## src/rtl/step_ctrl_pkg.sv

```systemverilog
// step_ctrl_pkg
// Shared definitions for the run/single-step controller:
//   state_t          - controller FSM states
//   SYNC_DEPTH       - flops in each input synchroniser
//   LIMIT_W          - counter width that covers DEBOUNCE and STEP_BURST
//   DEBOUNCE_MIN/MAX, STEP_BURST_MIN/MAX - legal parameter ranges
package step_ctrl_pkg;

   typedef enum logic [1:0] {
      ST_RUN        = 2'd0,
      ST_STEP_IDLE  = 2'd1,
      ST_STEP_BURST = 2'd2
   } state_t;

   localparam int SYNC_DEPTH     = 2;
   localparam int LIMIT_W        = 8;
   localparam int DEBOUNCE_MIN   = 1;
   localparam int DEBOUNCE_MAX   = 255;
   localparam int STEP_BURST_MIN = 1;
   localparam int STEP_BURST_MAX = 255;

endpackage

```

## src/rtl/step_ctrl_sync_debounce.sv

```systemverilog
// sync_debounce
// Brings one raw asynchronous level into the clock domain, debounces it and
// emits a single-cycle pulse when the debounced level rises.
// Parameters:
//   DEBOUNCE - consecutive cycles the synchronised level must differ from the
//              debounced level before the debounced level follows it (1..255)
// Ports:
//   clock - rising-edge clock
//   reset - asynchronous active-low reset
//   din   - raw asynchronous input
//   rise  - registered 1-cycle pulse on each accepted 0->1 transition
module sync_debounce
   import step_ctrl_pkg::*;
#(
   parameter int DEBOUNCE = 4
) (
   input  logic clock,
   input  logic reset,
   input  logic din,
   output logic rise
);

   localparam logic [LIMIT_W-1:0] CNT_LAST = LIMIT_W'(DEBOUNCE - 1);

   logic [SYNC_DEPTH-1:0] sync_p;
   logic [LIMIT_W-1:0]    cnt_q;
   logic                  level_q;
   logic                  sync_lvl;

   assign sync_lvl = sync_p[SYNC_DEPTH-1];

   always_ff @(posedge clock or negedge reset) begin
      if (!reset) begin
         sync_p  <= '0;
         cnt_q   <= '0;
         level_q <= 1'b0;
         rise    <= 1'b0;
      end else begin
         // synchroniser shift: sync_p[0] is the metastability-catching flop
         sync_p <= {sync_p[SYNC_DEPTH-2:0], din};
         rise   <= 1'b0;
         // any cycle where the levels agree restarts the stability count
         if (sync_lvl != level_q) begin
            if (cnt_q == CNT_LAST) begin
               level_q <= sync_lvl;
               cnt_q   <= '0;
               rise    <= sync_lvl;
            end else begin
               cnt_q <= cnt_q + LIMIT_W'(1);
            end
         end else begin
            cnt_q <= '0;
         end
      end
   end

endmodule

```

## src/rtl/step_ctrl.sv

```systemverilog
// step_ctrl
// Run/single-step controller producing the per-cycle advance enable for the
// downstream pipeline. In RUN the pipeline free-runs; in step mode each
// accepted step edge releases STEP_BURST advance cycles.
// Optional feature macro: STEP_CTRL_BREAK_EN adds a PC breakpoint that drops
// from RUN into step mode when pc matches break_addr.
// Parameters: DEBOUNCE (1..255), STEP_BURST (1..255), CNT_W, PC_W
// Ports:
//   clock       - rising-edge clock
//   reset       - asynchronous active-low reset
//   change      - raw async run/step mode toggle (rising edge)
//   step        - raw async step request (rising edge)
//   advance     - registered pipeline enable
//   mode_step   - 0 = RUN, 1 = step mode
//   busy        - step burst in progress
//   step_count  - accepted step edges since reset, wraps
//   pc, break_addr, break_valid, break_hit - breakpoint (STEP_CTRL_BREAK_EN)
module step_ctrl
   import step_ctrl_pkg::*;
#(
   parameter int DEBOUNCE   = 4,
   parameter int STEP_BURST = 1,
   parameter int CNT_W      = 16,
   parameter int PC_W       = 32
) (
   input  logic             clock,
   input  logic             reset,
   input  logic             change,
   input  logic             step,
`ifdef STEP_CTRL_BREAK_EN
   input  logic [PC_W-1:0]  pc,
   input  logic [PC_W-1:0]  break_addr,
   input  logic             break_valid,
   output logic             break_hit,
`endif
   output logic             advance,
   output logic             mode_step,
   output logic             busy,
   output logic [CNT_W-1:0] step_count
);

   localparam logic [LIMIT_W-1:0] BURST_LOAD = LIMIT_W'(STEP_BURST);

   // An out-of-range build shows up by this block name in the hierarchy.
   if (DEBOUNCE < DEBOUNCE_MIN || DEBOUNCE > DEBOUNCE_MAX ||
       STEP_BURST < STEP_BURST_MIN || STEP_BURST > STEP_BURST_MAX ||
       CNT_W < 1 || PC_W < 1) begin : g_param_range_violation
   end

   logic chg_rise;
   logic stp_rise;

   sync_debounce #(.DEBOUNCE(DEBOUNCE)) u_change_db (
      .clock (clock),
      .reset (reset),
      .din   (change),
      .rise  (chg_rise)
   );

   sync_debounce #(.DEBOUNCE(DEBOUNCE)) u_step_db (
      .clock (clock),
      .reset (reset),
      .din   (step),
      .rise  (stp_rise)
   );

   state_t             state_q, state_d;
   logic [LIMIT_W-1:0] burst_q, burst_d;
   logic [CNT_W-1:0]   count_d;
   logic               advance_d, mode_d, busy_d;
`ifdef STEP_CTRL_BREAK_EN
   logic               hit_d;
`endif

   always_comb begin
      state_d = state_q;
      burst_d = burst_q;
      count_d = step_count;
`ifdef STEP_CTRL_BREAK_EN
      hit_d   = break_hit;
`endif
      case (state_q)
         ST_RUN: begin
            if (chg_rise) begin
               state_d = ST_STEP_IDLE;
`ifdef STEP_CTRL_BREAK_EN
            end else if (advance && break_valid && (pc == break_addr)) begin
               state_d = ST_STEP_IDLE;
               hit_d   = 1'b1;
`endif
            end
         end
         ST_STEP_IDLE: begin
            // change outranks a step arriving in the same cycle
            if (chg_rise) begin
               state_d = ST_RUN;
            end else if (stp_rise) begin
               state_d = ST_STEP_BURST;
               burst_d = BURST_LOAD;
               count_d = step_count + CNT_W'(1);
            end
         end
         ST_STEP_BURST: begin
            // step pulses are deliberately ignored while a burst is running
            if (chg_rise) begin
               state_d = ST_RUN;
               burst_d = '0;
            end else begin
               burst_d = burst_q - LIMIT_W'(1);
               if (burst_q == LIMIT_W'(1)) begin
                  state_d = ST_STEP_IDLE;
               end
            end
         end
         default: begin
            state_d = ST_RUN;
            burst_d = '0;
         end
      endcase
`ifdef STEP_CTRL_BREAK_EN
      if (chg_rise) begin
         hit_d = 1'b0;
      end
`endif
      // outputs are registered copies decoded from the next state
      advance_d = (state_d != ST_STEP_IDLE);
      mode_d    = (state_d != ST_RUN);
      busy_d    = (state_d == ST_STEP_BURST);
   end

   always_ff @(posedge clock or negedge reset) begin
      if (!reset) begin
         state_q    <= ST_RUN;
         burst_q    <= '0;
         step_count <= '0;
         advance    <= 1'b0;
         mode_step  <= 1'b0;
         busy       <= 1'b0;
`ifdef STEP_CTRL_BREAK_EN
         break_hit  <= 1'b0;
`endif
      end else begin
         state_q    <= state_d;
         burst_q    <= burst_d;
         step_count <= count_d;
         advance    <= advance_d;
         mode_step  <= mode_d;
         busy       <= busy_d;
`ifdef STEP_CTRL_BREAK_EN
         break_hit  <= hit_d;
`endif
      end
   end

endmodule

```

## config.mk

```make
export PLATFORM = sky130hd
export DESIGN_NAME = step_ctrl
export DESIGN_NICKNAME = d
export VERILOG_FILES = /design/src/rtl/step_ctrl_pkg.sv /design/src/rtl/step_ctrl_sync_debounce.sv /design/src/rtl/step_ctrl.sv
export SDC_FILE = /design/constraint.sdc
export NUM_CORES = 1
export LEC_CHECK = 0
export BUFFER_PORTS_ARGS = -buffer_cell sky130_fd_sc_hd__buf_4
export CORE_MARGIN = 1.5
export CORE_UTILIZATION = 63
export DETAILED_ROUTE_END_ITERATION = 6
export PLACE_DENSITY = 0.84
export SLEW_MARGIN = 10
export SYNTH_ARGS = -nofsm -noshare
export SYNTH_HDL_FRONTEND = slang
export SYNTH_HIERARCHICAL = 1
export SYNTH_SLANG_ARGS = --single-unit
```

## constraint.sdc

```tcl
create_clock -name clock -period 2.75 [get_ports clock]
set_clock_uncertainty 0.2 [all_clocks]
set_input_delay 0.1375 -clock clock [delete_from_list [all_inputs] [get_ports clock]]
set_output_delay 0.1375 -clock clock [all_outputs]
set_load 0.02 [all_outputs]
```

* Word-level counts from Yosys, hierarchy flattened *
Cells that the tools add are included.

storage, ports and cells
  bits of input ports = 4
  output and inout bits = 19
  flip-flop bits (word level) = 53
  word-level logic and storage cells = 55

cells by class
  bitwise operators = 2
  reduce and logical (&&, ||, !) cells = 6
  muxes and demuxes = 18
  equality and inequality tests = 11
  add/sub/neg operators = 4

operators by type and width
  cell                                                                count
  8-bit 2-to-1 mux                                                    7
  8-bit one-hot mux with 3 select lines                               1
  16-bit by 1-bit adder with 16-bit output, second input constant     1
  8-bit by 1-bit adder with 8-bit output, second input constant       2
  8-bit by 2-bit == test with 1-bit output, second input constant     2
  2-bit 2-to-1 mux                                                    5
  8-bit by 1-bit == test with 1-bit output, second input constant     1
  8-bit by 1-bit subtractor with 8-bit output, second input constant  1
  2-bit one-hot mux with 3 select lines                               1
  3-bit AND reduction                                                 2
  2-bit == test, second input constant                                2
  1-bit 2-to-1 mux                                                    4
  2-bit by 1-bit != test with 1-bit output, second input constant     2
  2-bit AND reduction                                                 2
  2-bit by 1-bit == test with 1-bit output, second input constant     1
  2-bit logical NOT                                                   1
  1-bit != test                                                       2
  2-bit != test, second input constant                                1
  1-bit inverter                                                      2
  2-bit nonzero test                                                  1

* Longest topological paths before layout *
Gate-level depths: netlist of run 1.

  depth in word-level cells = 5
  gate-level depth with buffers = 7
  mapped depth without buffers = 6

* Hierarchy *
Netlist of run 1, hierarchy kept.

by module, submodules not included
  module         area each (µm²)  cells an instance  times used
  step_ctrl      1,453.9          134                1
  sync_debounce  509.2            45                 2

* Worst setup path after synthesis of run 1 *
Ideal clock, no wire load.

  path kind = register -> register
  start point = register state_q[1]
  end point = register step_count[13]
  slack = 0.922 ns
  arrival = 1.499 ns
  setup time = 0.129 ns
  stages on the path, launching flop included = 8
  path buffers = 1
  period minus slack after synthesis = 1.828 ns
  cells stage by stage = dfrtp_1 inv_1 ha_1 buf_2 nand3b_2 nor3_2 nand4_1 xnor2_1

between the ends
  longest elaborated chain between the ends = 2

RTL lines
  element                                   RTL line          RTL
  start: declaration                        step_ctrl.sv:67   state_t state_q, state_d;
  start signal: assignment                  step_ctrl.sv:143  state_q <= state_d;
  2-bit by 1-bit == test with 1-bit output  step_ctrl.sv:82   case (state_q)
  3-bit AND reduction (no source line)      --
  end signal: assignment                    step_ctrl.sv:145  step_count <= count_d;
  end: declaration                          step_ctrl.sv:39   output logic [CNT_W-1:0] step_count

Every way passes these cells.
A chain may end at the register's enable or synchronous reset.

* Worst setup path after layout of run 1 *
  start point = register state_q[1]
  end point = register step_count[10]

Same word-level chain as after synthesis.

==> results.cfg, run 1 <==
[sta]
setup_tns_ns = 0
worst_pin_slew_ns = 0.6272
setup_viol = 0
finalHoldViolCount = 0
final-max-slew-violation-count = 0
period_minus_slack_ns = 2.095
fmax_mhz = 477.3
slew_headroom_pct = 58.19
rsz0062_at_grt = no
whs_ns = 0.1525
period_share_pct = 76.19

[synthesis]
postSynthCellCount = 224
ys_ff_latch = 53
synth_cell_types = 47
synthArstFlopShare_pct = 100.0
netlist_area_sq_um = 2472
synth-main-ff-cell = dfrtp_1
synth_edf_count = 0
avgSynthCellArea_sq_um = 11.04
synth_nets = 237
ys_warn_count = 6
ys_seq_area_share_pct = 53.64

[setup_path]
cp_num_buf_inv = 1
crit_family = simple AND/OR/NAND/NOR gates
cp-end-kind = flop
critPathMaxStageDelay_ns = 0.43
cp_max_fo = 10
cp_slowest_cell = dfrtp_1
cp.arrival_ns = 2.09
cp-start-kind = flop
worstSetupPathType = flop to flop
critPathRequiredTime_ns = 2.75
cp_cell_sequence = inv_1 > ha_1 > nand4b_1 > nor2_1 > nand3_1 > xnor2_1

[final_layout]
final_common_cell = dfrtp_1
layout_common_cells = 53 x dfrtp_1, 22 x buf_4, 19 x nor2_1, 17 x xnor2_1, 14 x nand3_1
n_antenna_cell = 0
layout-drive-gt1-share_pct = 17.97
stdcell_count = 304
synthToLayoutAreaGrowth_pct = 14.63
layout.nets = 268
postLayoutCoreUtil_pct = 76.26
n_fill_cell = 275

[grt]
grt_use_total_pct = 22.90
grt_pass1_wl_um = 7424
overflow = 0
grt_pass1_vias = 1660
grt_start_max_net_pins = 54
antenna_found_initial = 0

[drt]
firstDrtPassIters = 6
dr_total_vias = 1690
routed_wl_um = 4190
routedWlPerCell_um = 13.78
via_per_inst = 5.559
drt_iter0_drc = 138
route.detailed.drc = 0
ant_nets = 0

[clocking]
cts_made_buffers = 5
htree_levels = 2
cts_tree = yes
cts_root_buffer = clkbuf_8
clockBufferDepth = 2
clk_pin_slew_ns = 0.10
ctsResizeCount = 0
cts_sinks = 53
clk_latency_ns = 0.31

[floorplanning]
die_w_um = 65.65
ioPinCount = 23
die_area_sq_um = 4309
die_y_um = 65.65
coreArea_sq_um = 3716
fp-row-count = 22
start_util_pct = 66.53

[place]
port_buffers = 22
gp_congestion = 0.7935
dp.final_hpwl_um = 2959
dp.cells = 293

[pwr]
peakVddDrop_mv = 0.4832
leakage_nw = 1.306
p_per_area_nw_per_um2 = 665.6
total_power_w = 0.001886

[job]
maxCapViolations = 0

[hold_path]
holdCritPathClass = flop to flop

[status]
status = complete, no violations
-- flip-flops by register name, summed over array words and instances, names as in the netlist --
| register | flops |
|---|---|
| u_change_db/level_q | 1 |
| step_count | 16 |
| u_step_db/level_q | 1 |
| burst_q | 8 |
| u_change_db/sync_p | 2 |
| mode_step | 1 |
| advance | 1 |
| u_change_db/cnt_q | 8 |
| busy | 1 |
| u_change_db/rise | 1 |
| u_step_db/sync_p | 2 |
| u_step_db/rise | 1 |
| state_q | 2 |
| u_step_db/cnt_q | 8 |
-- Yosys cell counts (all sizes together), types with 4 or more instances --
cell | instances | area share, %
xor2 | 8 | 2.8
or3 | 7 | 1.8
a21oi | 9 | 2.3
nor4 | 4 | 1.5
ha | 9 | 4.6
inv | 13 | 2.0
nand3 | 14 | 2.8
o21ai | 13 | 2.6
nand4 | 6 | 1.5
xnor2 | 17 | 6.0
nand2 | 11 | 1.7
dfrtp | 53 | 54
nor2 | 20 | 3.1
-- cells by family after synthesis --
group / Yosys count / synth area share, %
AOI/OAI and AO/OA: 38 / 10.48
xor gates and xnor gates: 25 / 8.856
adders and majority gates: 9 / 4.555
buffers and inverters: 14 / 2.176
DFF: 53 / 53.64
muxes: 3 / 1.670
and+or+nand+nor: 82 / 18.62
-- power by group --
part	switching (W)	total [W]	internal (W)
Clock	0.000251	0.000524	0.000273
Combinational	0.000225	0.000408	0.000182
Sequential	0.0000926	0.000954	0.000862
Total	0.000569	0.00189	0.00132
-- path summary, 6_finish.rpt --
path	start	to	slack (ns)	depth (start not counted)
setup / recovery	state_q[1]	step_count[10]	0.65	6
hold / removal	u_step_db/sync_p[0]	u_step_db/sync_p[1]	0.15	0
setup reg to reg	state_q[1]	step_count[10]	0.65	6
hold reg to reg	u_step_db/sync_p[0]	u_step_db/sync_p[1]	0.15	0
max in group asynchronous	reset	u_step_db/sync_p[0]	1.74	2
min in group asynchronous	reset	burst_q[5]	0.18	2
-- final cells by class --
class / count / area [sq um] / area share (%)
flip-flops and latches: 53 / 1326 / 46.80
multi-input cells: 157 / 1092 / 38.54
repair buffers: 25 / 195.2 / 6.887
clock buffers: 6 / 72.57 / 2.561
well taps: 48 / 60.06 / 2.119
inverters: 13 / 48.80 / 1.722
clock inverters: 2 / 38.79 / 1.369
-- metal layers --
metal	share of wire, %	track usage (%)	up-vias	routed length (um)
li1	-	-	850	-
met1	47	32.18	806	1954
met2	48	33.71	29	2028
met3	3.3	5.822	5	140
met4	1.6	9.896	0	67
met5	0	0	-	0
-- timing repair --
item	CTS	global route
hold buffers	3	0
endpoints found under the hold margin	55	0
buffers inserted	0	0
-- per-stage QoR --
step                setup WS [ns]  area [sq um]
floorplan                  0.9222          2472
global placement           0.7409          2693
detailed placement         0.6602          2693
CTS                        0.6351          2834
global route               0.4840          2834
finish                     0.6549          2834
(Power assumes the default switching activity.)
==> run 2: changes to the inputs <==
--- a/config.mk
+++ b/config.mk
@@ -7,9 +7,9 @@
 export LEC_CHECK = 0
 export BUFFER_PORTS_ARGS = -buffer_cell sky130_fd_sc_hd__buf_4
 export CORE_MARGIN = 1.5
-export CORE_UTILIZATION = 63
+export CORE_UTILIZATION = 53
 export DETAILED_ROUTE_END_ITERATION = 6
-export PLACE_DENSITY = 0.84
+export PLACE_DENSITY = 0.75
 export SLEW_MARGIN = 10
 export SYNTH_ARGS = -nofsm -noshare
 export SYNTH_HDL_FRONTEND = slang
==> constraint.sdc (replaced) <==
create_clock -name clock -period 1.9 [get_ports clock]
set_clock_uncertainty 0.2 [all_clocks]
set_input_delay 0.095 -clock clock [delete_from_list [all_inputs] [get_ports clock]]
set_output_delay 0.095 -clock clock [all_outputs]
set_load 0.02 [all_outputs]
==> run 2 against run 1 <==
  * Clock power is 47% higher
  * Register-to-register slack worse by 0.60 ns
  * Hold slack worse by 0.021 ns
  * Routed wire length is 4.9% higher
  * Total power is 49% higher
  * Via count is 4.9% higher
  * Sequential share of layout area is 1.6 points lower
  * Worst setup slack worse by 0.60 ns
  * Critical endpoint is now burst_q[5]
  * Highest routed layer unchanged
==> results.cfg, run 2 (synthesis gave the netlist of run 1 again) <==
[setup_path]
cp_slowest_cell = or4_4
cp_cell_sequence = inv_1 > ha_1 > or4_4 > a21oi_2 > nand2_1 > o31ai_2
cp_num_buf_inv = 1
cp-end-kind = flop
crit_family = simple AND/OR/NAND/NOR gates
cp_max_fo = 3
critPathMaxStageDelay_ns = 0.43
cp-start-kind = flop
worstSetupPathType = flop to flop
cp.arrival_ns = 1.86
critPathRequiredTime_ns = 1.92

[grt]
overflow = 0
grt_start_max_net_pins = 54
antenna_found_initial = 0
grt_use_total_pct = 19.43
grt_pass1_wl_um = 7748
grt_pass1_vias = 1764

[clocking]
cts_made_buffers = 5
clk_pin_slew_ns = 0.10
cts_tree = yes
clk_latency_ns = 0.31
cts_root_buffer = clkbuf_8
clockBufferDepth = 2
cts_sinks = 53
htree_levels = 2

[final_layout]
postLayoutCoreUtil_pct = 66.44
regArea_sq_um = 1326
layout.nets = 277
n_fill_cell = 362
synthToLayoutAreaGrowth_pct = 18.62
layout_common_cells = 53 x dfrtp_1, 31 x buf_4, 18 x nor2_1, 17 x xnor2_1, 14 x nand3_1
final_common_cell = dfrtp_1
layout-drive-gt1-share_pct = 22.64
design_area_sq_um = 2933
multi_input_area_sq_um = 1117
n_antenna_cell = 0
regMostFlops = step_count
largest_reg_flops = 16

[drt]
route.detailed.drc = 0
firstDrtPassIters = 4
via_per_inst = 5.593
drt_iter0_drc = 52
dr_total_vias = 1773
ant_nets = 0
routedWlPerCell_um = 13.87
routed_wl_um = 4397

[sta]
period_share_pct = 96.98
final-max-slew-violation-count = 0
rsz0062_at_grt = yes
finalHoldViolCount = 0
worst_slack_ns = 0.05743
slew_headroom_pct = 57.46
setup_viol = 0
worst_pin_slew_ns = 0.6382
period_minus_slack_ns = 1.843
fmax_mhz = 542.7

[floorplanning]
coreArea_sq_um = 4414
fp-row-count = 24
die_y_um = 71.30
start_util_pct = 56.01
die_w_um = 71.30
ioPinCount = 23
die_area_sq_um = 5084

[place]
place_worst_setup_slack_ns = 0.02169
dp.final_hpwl_um = 3092
port_buffers = 22
placed_area_sq_um = 2758
gp_congestion = 0.8197

[pwr]
p_per_area_nw_per_um2 = 956.5
leakage_nw = 1.375
peakVddDrop_mv = 0.6713

[job]
maxCapViolations = 0

[status]
status = complete, no violations

[hold_path]
holdCritPathClass = input pin to asynchronous set/reset pin
## run 2: worst paths after layout
kind / start / end / slack [ns] / depth (start not counted)
min in group clock: u_step_db/sync_p[0] / u_step_db/sync_p[1] / 0.16 / 0
max in group asynchronous: reset / u_step_db/cnt_q[2] / 0.94 / 2
worst min-delay path: reset / step_count[1] / 0.13 / 2
worst max-delay path: state_q[0] / burst_q[5] / 0.06 / 6
worst max register to register: state_q[0] / burst_q[5] / 0.06 / 6
worst min register to register: u_step_db/sync_p[0] / u_step_db/sync_p[1] / 0.16 / 0
## run 2: final cells by class
type,instances,share of cell area [%]
Sequential cell,53,45.22
Multi-Input combinational cell,157,38.10
Timing Repair Buffer,34,8.959
Clock buffer,5,2.346
Tap cell,52,2.218
Inverter,13,1.664
Clock inverter,3,1.493
## run 2: metrics by stage
step	hold WS [ns]	power (W)	instances	TNS [ns]
5_1_grt	0.1654	0.002967	317	-0.08671
4_1_cts	0.1604	0.002831	317	0
2_1_floorplan	-0.4006	0.001828	224	0
3_3_place_gp	-0.03354	0.002024	305	0
6_report	0.1317	0.002805	317	0
3_5_place_dp	-0.03349	0.002044	305	0
## run 2: routing by layer
metal / wire length (um) / up-vias / GRT usage (%)
met5: 0 / - / 0
met3: 145 / 8 / 4.641
li1: - / 862 / -
met1: 1987 / 877 / 24.03
met2: 2174 / 26 / 33.02
met4: 89 / 0 / 7.547
## run 2: power by group
group	switching, W	internal, W
Clock	0.000374	0.000395
Sequential	0.000128	0.00125
Combinational	0.000353	0.000308
## run 2: timing repair
action                                 4_1_cts  5_1_grt
setup endpoints to repair                    1       12
gates resized for setup                      0        5
hold buffers                                 3        0
pin swaps                                    0        2
endpoints found under the hold margin       55        0
buffers inserted                             1        0
